===== src/rtl/core_pipeline_ctrl.sv =====
// Central sequencer for the 3-stage core: owns the PC, arbitrates redirects
// (EX jumps/MRET, interrupt entry, WFI sleep) and drives every stall/flush control.
module core_pipeline_ctrl #(
  parameter logic [31:0] RESET_ADDR = 32'h0000_0000,
  parameter bit          WFI_AS_NOP = 1'b0
) (
  input  logic        clk,
  input  logic        rst_n,
  input  logic        ex_valid,
  input  logic [31:0] next_pc_ex,
  input  logic        jump_en_ex,
  input  logic [31:0] jump_addr_ex,
  input  logic        exception_returned,
  input  logic        wait_for_interrupt,
  input  logic        load_use_hazard,
  input  logic        mem_busy,
  input  logic        irq_pending,
  input  logic        irq_wake,
  input  logic [31:0] trap_vector,
  output logic [31:0] pc,
  output logic        stall_if,
  output logic        stall_id,
  output logic        stall_ex,
  output logic        flush_if_id,
  output logic        flush_id_ex,
  output logic        trap_enter,
  output logic [31:0] trap_mepc,
  output logic        core_sleeping
);

  typedef enum logic [1:0] {
    RUN   = 2'd0,
    SLEEP = 2'd1,
    WAKE  = 2'd2
  } state_e;

  state_e      state_q, state_d;
  logic [31:0] pc_q, pc_d;
  logic [31:0] trap_mepc_q, trap_mepc_d;
  logic        irq_take;

  // An MRET or WFI in EX blocks interrupt entry so the CSR update never collides with them.
  assign irq_take = irq_pending && ex_valid && !exception_returned && !wait_for_interrupt;

  always_ff @(posedge clk or negedge rst_n) begin
    if (!rst_n) begin
      state_q     <= RUN;
      pc_q        <= RESET_ADDR;
      trap_mepc_q <= '0;
    end else begin
      state_q     <= state_d;
      pc_q        <= pc_d;
      trap_mepc_q <= trap_mepc_d;
    end
  end

  always_comb begin
    state_d       = state_q;
    pc_d          = pc_q;
    trap_mepc_d   = trap_mepc_q;
    stall_if      = 1'b0;
    stall_id      = 1'b0;
    stall_ex      = 1'b0;
    flush_if_id   = 1'b0;
    flush_id_ex   = 1'b0;
    trap_enter    = 1'b0;
    core_sleeping = 1'b0;

    unique case (state_q)
      RUN: begin
        if (mem_busy) begin
          stall_if = 1'b1;
          stall_id = 1'b1;
          stall_ex = 1'b1;
        end else if (irq_take) begin
          trap_enter  = 1'b1;
          trap_mepc_d = jump_en_ex ? jump_addr_ex : next_pc_ex;
          flush_if_id = 1'b1;
          flush_id_ex = 1'b1;
          pc_d        = trap_vector;
        end else if (jump_en_ex) begin
          flush_if_id = 1'b1;
          flush_id_ex = 1'b1;
          pc_d        = jump_addr_ex;
        end else if (wait_for_interrupt && !WFI_AS_NOP) begin
          flush_if_id = 1'b1;
          flush_id_ex = 1'b1;
          pc_d        = next_pc_ex;
          state_d     = SLEEP;
        end else if (load_use_hazard) begin
          stall_if    = 1'b1;
          stall_id    = 1'b1;
          flush_id_ex = 1'b1;
        end else begin
          pc_d = pc_q + 32'd4;
        end
      end

      SLEEP: begin
        stall_if      = 1'b1;
        stall_id      = 1'b1;
        flush_id_ex   = 1'b1;
        core_sleeping = 1'b1;
        if (irq_wake) begin
          state_d = WAKE;
        end
      end

      WAKE: begin
        // pc already holds the WFI successor, which is exactly the return address.
        if (mem_busy) begin
          stall_if = 1'b1;
          stall_id = 1'b1;
          stall_ex = 1'b1;
        end else begin
          state_d = RUN;
          if (irq_pending) begin
            trap_enter  = 1'b1;
            trap_mepc_d = pc_q;
            flush_if_id = 1'b1;
            flush_id_ex = 1'b1;
            pc_d        = trap_vector;
          end
        end
      end

      default: begin
        state_d = RUN;
      end
    endcase

    // Keep every control quiet while reset is held, whatever the inputs do.
    if (!rst_n) begin
      stall_if      = 1'b0;
      stall_id      = 1'b0;
      stall_ex      = 1'b0;
      flush_if_id   = 1'b0;
      flush_id_ex   = 1'b0;
      trap_enter    = 1'b0;
      core_sleeping = 1'b0;
    end
  end

  assign pc        = pc_q;
  assign trap_mepc = trap_enter ? trap_mepc_d : trap_mepc_q;

endmodule


===== config.mk =====
export PLATFORM = sky130hd
export DESIGN_NAME = core_pipeline_ctrl
export DESIGN_NICKNAME = d
export VERILOG_FILES = /design/src/rtl/core_pipeline_ctrl.sv
export SDC_FILE = /design/constraint.sdc
export NUM_CORES = 1
export LEC_CHECK = 0
export CORE_MARGIN = 5
export CORE_UTILIZATION = 41
export CTS_CLUSTER_DIAMETER = 150
export DETAILED_ROUTE_END_ITERATION = 8
export PLACE_DENSITY = 0.87
export SLEW_MARGIN = 25
export SYNTH_ARGS = -nofsm -noshare
export SYNTH_HDL_FRONTEND = slang
export SYNTH_SLANG_ARGS = --single-unit

===== constraint.sdc =====
create_clock -name clk -period 2.2 [get_ports clk]
set_input_delay 0.44 -clock clk [delete_from_list [all_inputs] [get_ports clk]]
set_output_delay 0.44 -clock clk [all_outputs]
set_load 0.005 [all_outputs]

==> After elaboration in Yosys (flattened, before gate mapping) <==
Cells that the tools add are included.
{ "op_classes": {"n_eq_ne": 10, "mux": 52, "n_addsub": 1, "n_shift": 0, "reduce_logical": 10, "mul": 0, "div": 0, "order_cmp": 0, "bitwise": 0} }
{ "ops": {"columns": ["operator", "n"], "rows": [
  ["$mux W32", 13],
  ["$pmux W32 S2", 2],
  ["$add A32 B3 Y32 const B", 1],
  ["$mux W1", 26],
  ["$ne A2 B2 Y1 const B", 7],
  ["$mux W2", 6],
  ["$pmux W1 S3", 2],
  ["$pmux W2 S3", 1],
  ["$reduce_and A6 Y1", 1],
  ["$ne A5 B5 Y1 const B", 1],
  ["$reduce_and A5 Y1", 1],
  ["$pmux W1 S2", 2],
  ["$logic_and A1 B1 Y1", 3],
  ["$eq A2 B1 Y1 const B", 1],
  ["$eq A2 B2 Y1 const B", 1],
  ["$logic_not A1 Y1", 2],
  ["$logic_not A2 Y1", 1],
  ["$reduce_bool A2 Y1", 1],
  ["$reduce_or A2 Y1", 1]
]} }
{ "totals": {"register_bits": 66, "rom_bits": 0, "latch_bits": 0, "ramBits": 0, "word_cells": 76, "n_memories": 0, "output_inout_bits": 71} }

==> Longest topological paths before layout <==
{ "depth": {"ltp_word": 8, "mapped_depth": 8, "depth_no_buf": 6} }

==> Worst setup path before layout <==
OpenSTA, ideal clock, no wires.
{ "synth_path": {"path_type": "input to output", "startpoint": "input wait_for_interrupt", "endpoint": "output trap_mepc[10]", "setup_slack_ns": -0.136, "t_required_ns": 1.760, "arrival_time_ns": 1.896, "stages": 7, "cell_sequence": "buf_2 nor3b_4 nand3_2 and2_4 buf_6 a221o_1 mux2_2"} }
{ "synth_lines": {"columns": ["element", "line_no", "source"], "rows": [
  ["start, declared", "14", "input logic wait_for_interrupt,"],
  ["$logic_not A1 Y1", "43", "assign irq_take = irq_pending && ex_valid && !exception_returned && !wait_for_interrupt;"],
  ["$logic_and A1 B1 Y1", "43", null],
  ["$mux W32", "75", "end else if (irq_take) begin"],
  ["$mux W32", "71", "if (mem_busy) begin"],
  ["$pmux W32 S2", "69", "unique case (state_q)"],
  ["net trap_mepc_d[10]", "39", "logic [31:0] trap_mepc_q, trap_mepc_d;"],
  ["$mux W32", "145", "assign trap_mepc = trap_enter ? trap_mepc_d : trap_mepc_q;"],
  ["end, declared", "27", "output logic [31:0] trap_mepc,"]
]} }
The timed path passes the listed nets, and every way through them passes these cells.

==> Worst setup path in the final report <==
{ "layout_path": {"startpoint": "input mem_busy", "endpoint": "output trap_mepc[18]"} }
{ "layout_lines": {"columns": ["element", "line_no", "source"], "rows": [
  ["start, declared", "16", "input logic mem_busy,"],
  ["$mux W32 (on tied branches)", "111, 71", null],
  ["$pmux W32 S2 (*)", "69", null],
  ["net trap_mepc_d[18]", "39", null],
  ["$mux W32 (*)", "145", null]
]} }
The timed path passes the listed nets; every way through them passes the cells marked *.

==> results.txt <==
Async SR Flop Fraction: 100%
Main synth FF type: dfrtp_1
Net Count, Synth: 671
Slew Limit Fails: 0
Combinational Power Share: 51.6%
Critical path's most frequent cell: buf_6
Peak supply drop: 0.000513 V
Crit end category: primary output
Die ar.: 0.0143 sq mm
Top post-synthesis cells by area: dfrtp_1 34%, mux2i_1 7.5%, mux2_2 6.9%, o21ai_0 4.7%, a21oi_1 4.2%
Number of buffers added on ports: 176
Sequential power share: 29.3%
Hold Slack: 0.145 ns
Fmax: 0.378 GHz
Period utilization: 120%
CP Max Fanout: 4
Vias in the first global route: 6840
Layout cells sized above 1: 39.3%
Min-delay worst type: primary input to async pin
Max_cap viols: 0
Die W: 119 um
Clock Sinks: 66
Post-synth top area cell: dfrtp_1
Violated checks: setup timing
Area growth syn-to-layout: 87.1%
Final WS setup: -0.445 ns
Largest net degree at the start of global routing: 36
Slowest stage delay, CP: 0.32 ns
Post-Route WL: 25000 um
Worst Path Buf+Inv: 5
CTS buffer count: 9
Drt drc: 0
Global route overflow: 0
Post-synth EDFFs: 0
Drt initial violations: 711
Leak: 4.22 nW
Skew-Pair Late Insertion Delay: 0.34 ns
Synth warn: 0
Post-Syn Instances: 564
Cell area after synthesis: 0.00491 sq mm
WL per Instance: 23.3 um
Post-synth top area share: 33.6%
Setup Viol. Count Final: 34
CP delay by family, top: buffers and inverters
Worst-margin pin slew: 0.522 ns
Core Rows: 40
Fin Clk Skew: 0.00781 ns
Initial DRT Pass Iterations: 5
Sw frac: 35.8%
Status: finished with violations
Slew HR: 64.8%
Clock Path Buffers: 2
Tmin final: 2.64 ns
First-pass GRT wire length: 37200 um
Commonest non-fill, non-tap cell in the layout: buf_4
DR vias: 6642
PD cells: 827 mW/mm^2
#FFs+latches synth: 66
FILL cells: 706
Via/cell ratio: 6.18
Crit path arrival time: 2.20 ns
Most frequent cells in the layout: 173 x buf_4, 130 x clkdlybuf4s50_1, 63 x dfrtp_1
RSZ-0062 raised after global routing: yes
Startpoint types: primary input
Syn Area/Cell: 8.71 sq um
H-tree Lvls: 3
P_sw: 2.72 mW
Post-synthesis sequential area ratio: 33.6%
Routability cong.: 0.919
Number of antenna violations at the first check in global routing: 0
WP data required: 1.76 ns
Critical path, cell by cell: clkdlybuf4s15_2 > nor2b_4 > buf_4 > buf_6 > nand2_4 > and2_4 > buf_12 > a221o_1 > mux2_4 > buf_6
Final #Nets: 1031
Total GRT Usage: 33.1%
# IOs: 177
Yosys cell types: 66
Power Internal: 4.88 mW
Detail Route Antenna Nets: 0
Max stage delay cell, worst path: a221o_1
Core box area: 0.0119 sq mm
CTS tree: done
Kind of critical path: primary input to primary output
DP Worst Slack: -0.951 ns
Clock root cell: clkbuf_16
Hold Vio Cnt, Final: 0
Initial core utilization: 41.4%
Diode count: 0
Die height: 119 um
Clock share of power: 19.1%
Worst-path clk slew: 0.06 ns
Detailed Place HPWL: 15400 um
## stage by stage
step | cells | total power, mW | area [sq um] | utilization, % | setup TNS [ns]
4_1_cts | 1068 | 7.22 | 8970 | 75.6 | -9.72
3_5_place_dp | 973 | 5.24 | 7680 | 64.8 | -40.18
5_1_grt | 1075 | 7.91 | 9190 | 77.5 | -11.67
2_1_floorplan | 564 | 3.37 | 4950 | - | -0.710
3_3_place_gp | 973 | 5.11 | 7680 | 64.8 | -36.67
6_report | 1075 | 7.60 | 9190 | 77.5 | -9.45
## cell type report
| cell class | instances | area (sq um) | area share (%) |
|---|---|---|---|
| sequential | 66 | 1660 | 18.0 |
| timing repair buffer | 391 | 3550 | 38.7 |
| inverter | 13 | 51.3 | 0.558 |
| multi-input combinational | 443 | 3460 | 37.6 |
| clock inverter | 2 | 10.0 | 0.109 |
| tap | 147 | 184 | 2.00 |
| clock buffer | 13 | 280 | 3.05 |
## worst paths after layout
check	start	endpoint	slack [ns]	depth (start not counted)
max in group asynchronous	rst_n	pc[2]	1.22	3
worst max-delay path	mem_busy	trap_mepc[18]	-0.44	10
worst min-delay path	rst_n	state_q[1]	0.15	2
worst min register to register	trap_mepc_q[22]	trap_mepc_q[22]	0.48	1
worst max register to register	state_q[1]	trap_mepc_q[23]	-0.19	17
min in group clk	trap_mepc_q[22]	trap_mepc_q[22]	0.48	1
## cell usage after synthesis (3+ instances only)
cell type	count
a31oi_1	5
o22ai_1	15
nor2b_1	4
o211ai_1	7
a21o_1	13
a211oi_1	7
dfrtp_1	66
buf_2	14
nor3_1	13
and2_1	4
xnor2_1	6
a22o_1	16
nor4_1	6
a221o_1	12
nand2_1	40
clkbuf_1	22
o31ai_1	3
o21a_1	5
a21oi_1	41
inv_1	13
o21ai_0	46
a211o_1	3
nand3_1	15
and3_1	12
nand2b_1	6
xor2_1	3
mux2_2	30
mux2i_1	37
nor2_1	39
o221ai_1	3
or3_1	3
buf_6	3
a221oi_1	3
nand4_1	9
## flip-flops by register name, summed over array words and instances, names as in the netlist
register,cells
state_q,2
pc,32
trap_mepc_q,32
## power groups by stage
stage / Clock (mW) / Combinational [mW] / Sequential [mW]
after floorplan: 0 / 1.35 / 2.02
after global placement: 0 / 3.02 / 2.10
after detailed placement: 0 / 3.11 / 2.12
after CTS: 1.42 / 3.68 / 2.12
after global routing: 1.50 / 4.16 / 2.26
final: 1.45 / 3.92 / 2.23
## timing repair
item,CTS,global route
gates resized for setup,245,62
hold buffers,0,0
pin swaps,44,23
endpoints found under the hold margin,0,0
gates cloned,4,0
setup buffers,77,19
setup endpoints to repair,51,68
## kinds of logic after synthesis
| logic type | after synthesis | share of synthesized area, % |
|---|---|---|
| mux | 67 | 14.4 |
| xor+xnor | 9 | 1.60 |
| buf+inv | 56 | 5.25 |
| simple gates | 166 | 17.3 |
| flops | 66 | 33.6 |
| compound gates | 199 | 27.6 |
| fa+ha+maj | 1 | 0.255 |
## per-layer routing
layer	wire length (um)	vias to the layer above	GRT usage [%]	share of wire, %
met1	9330	3164	39.6	37
met3	2310	116	7.83	9.2
met2	12100	508	56.5	49
met4	1240	0	14.7	4.9
met5	0	-	0	0
li1	-	2854	-	-
(Power assumes the default switching activity.)
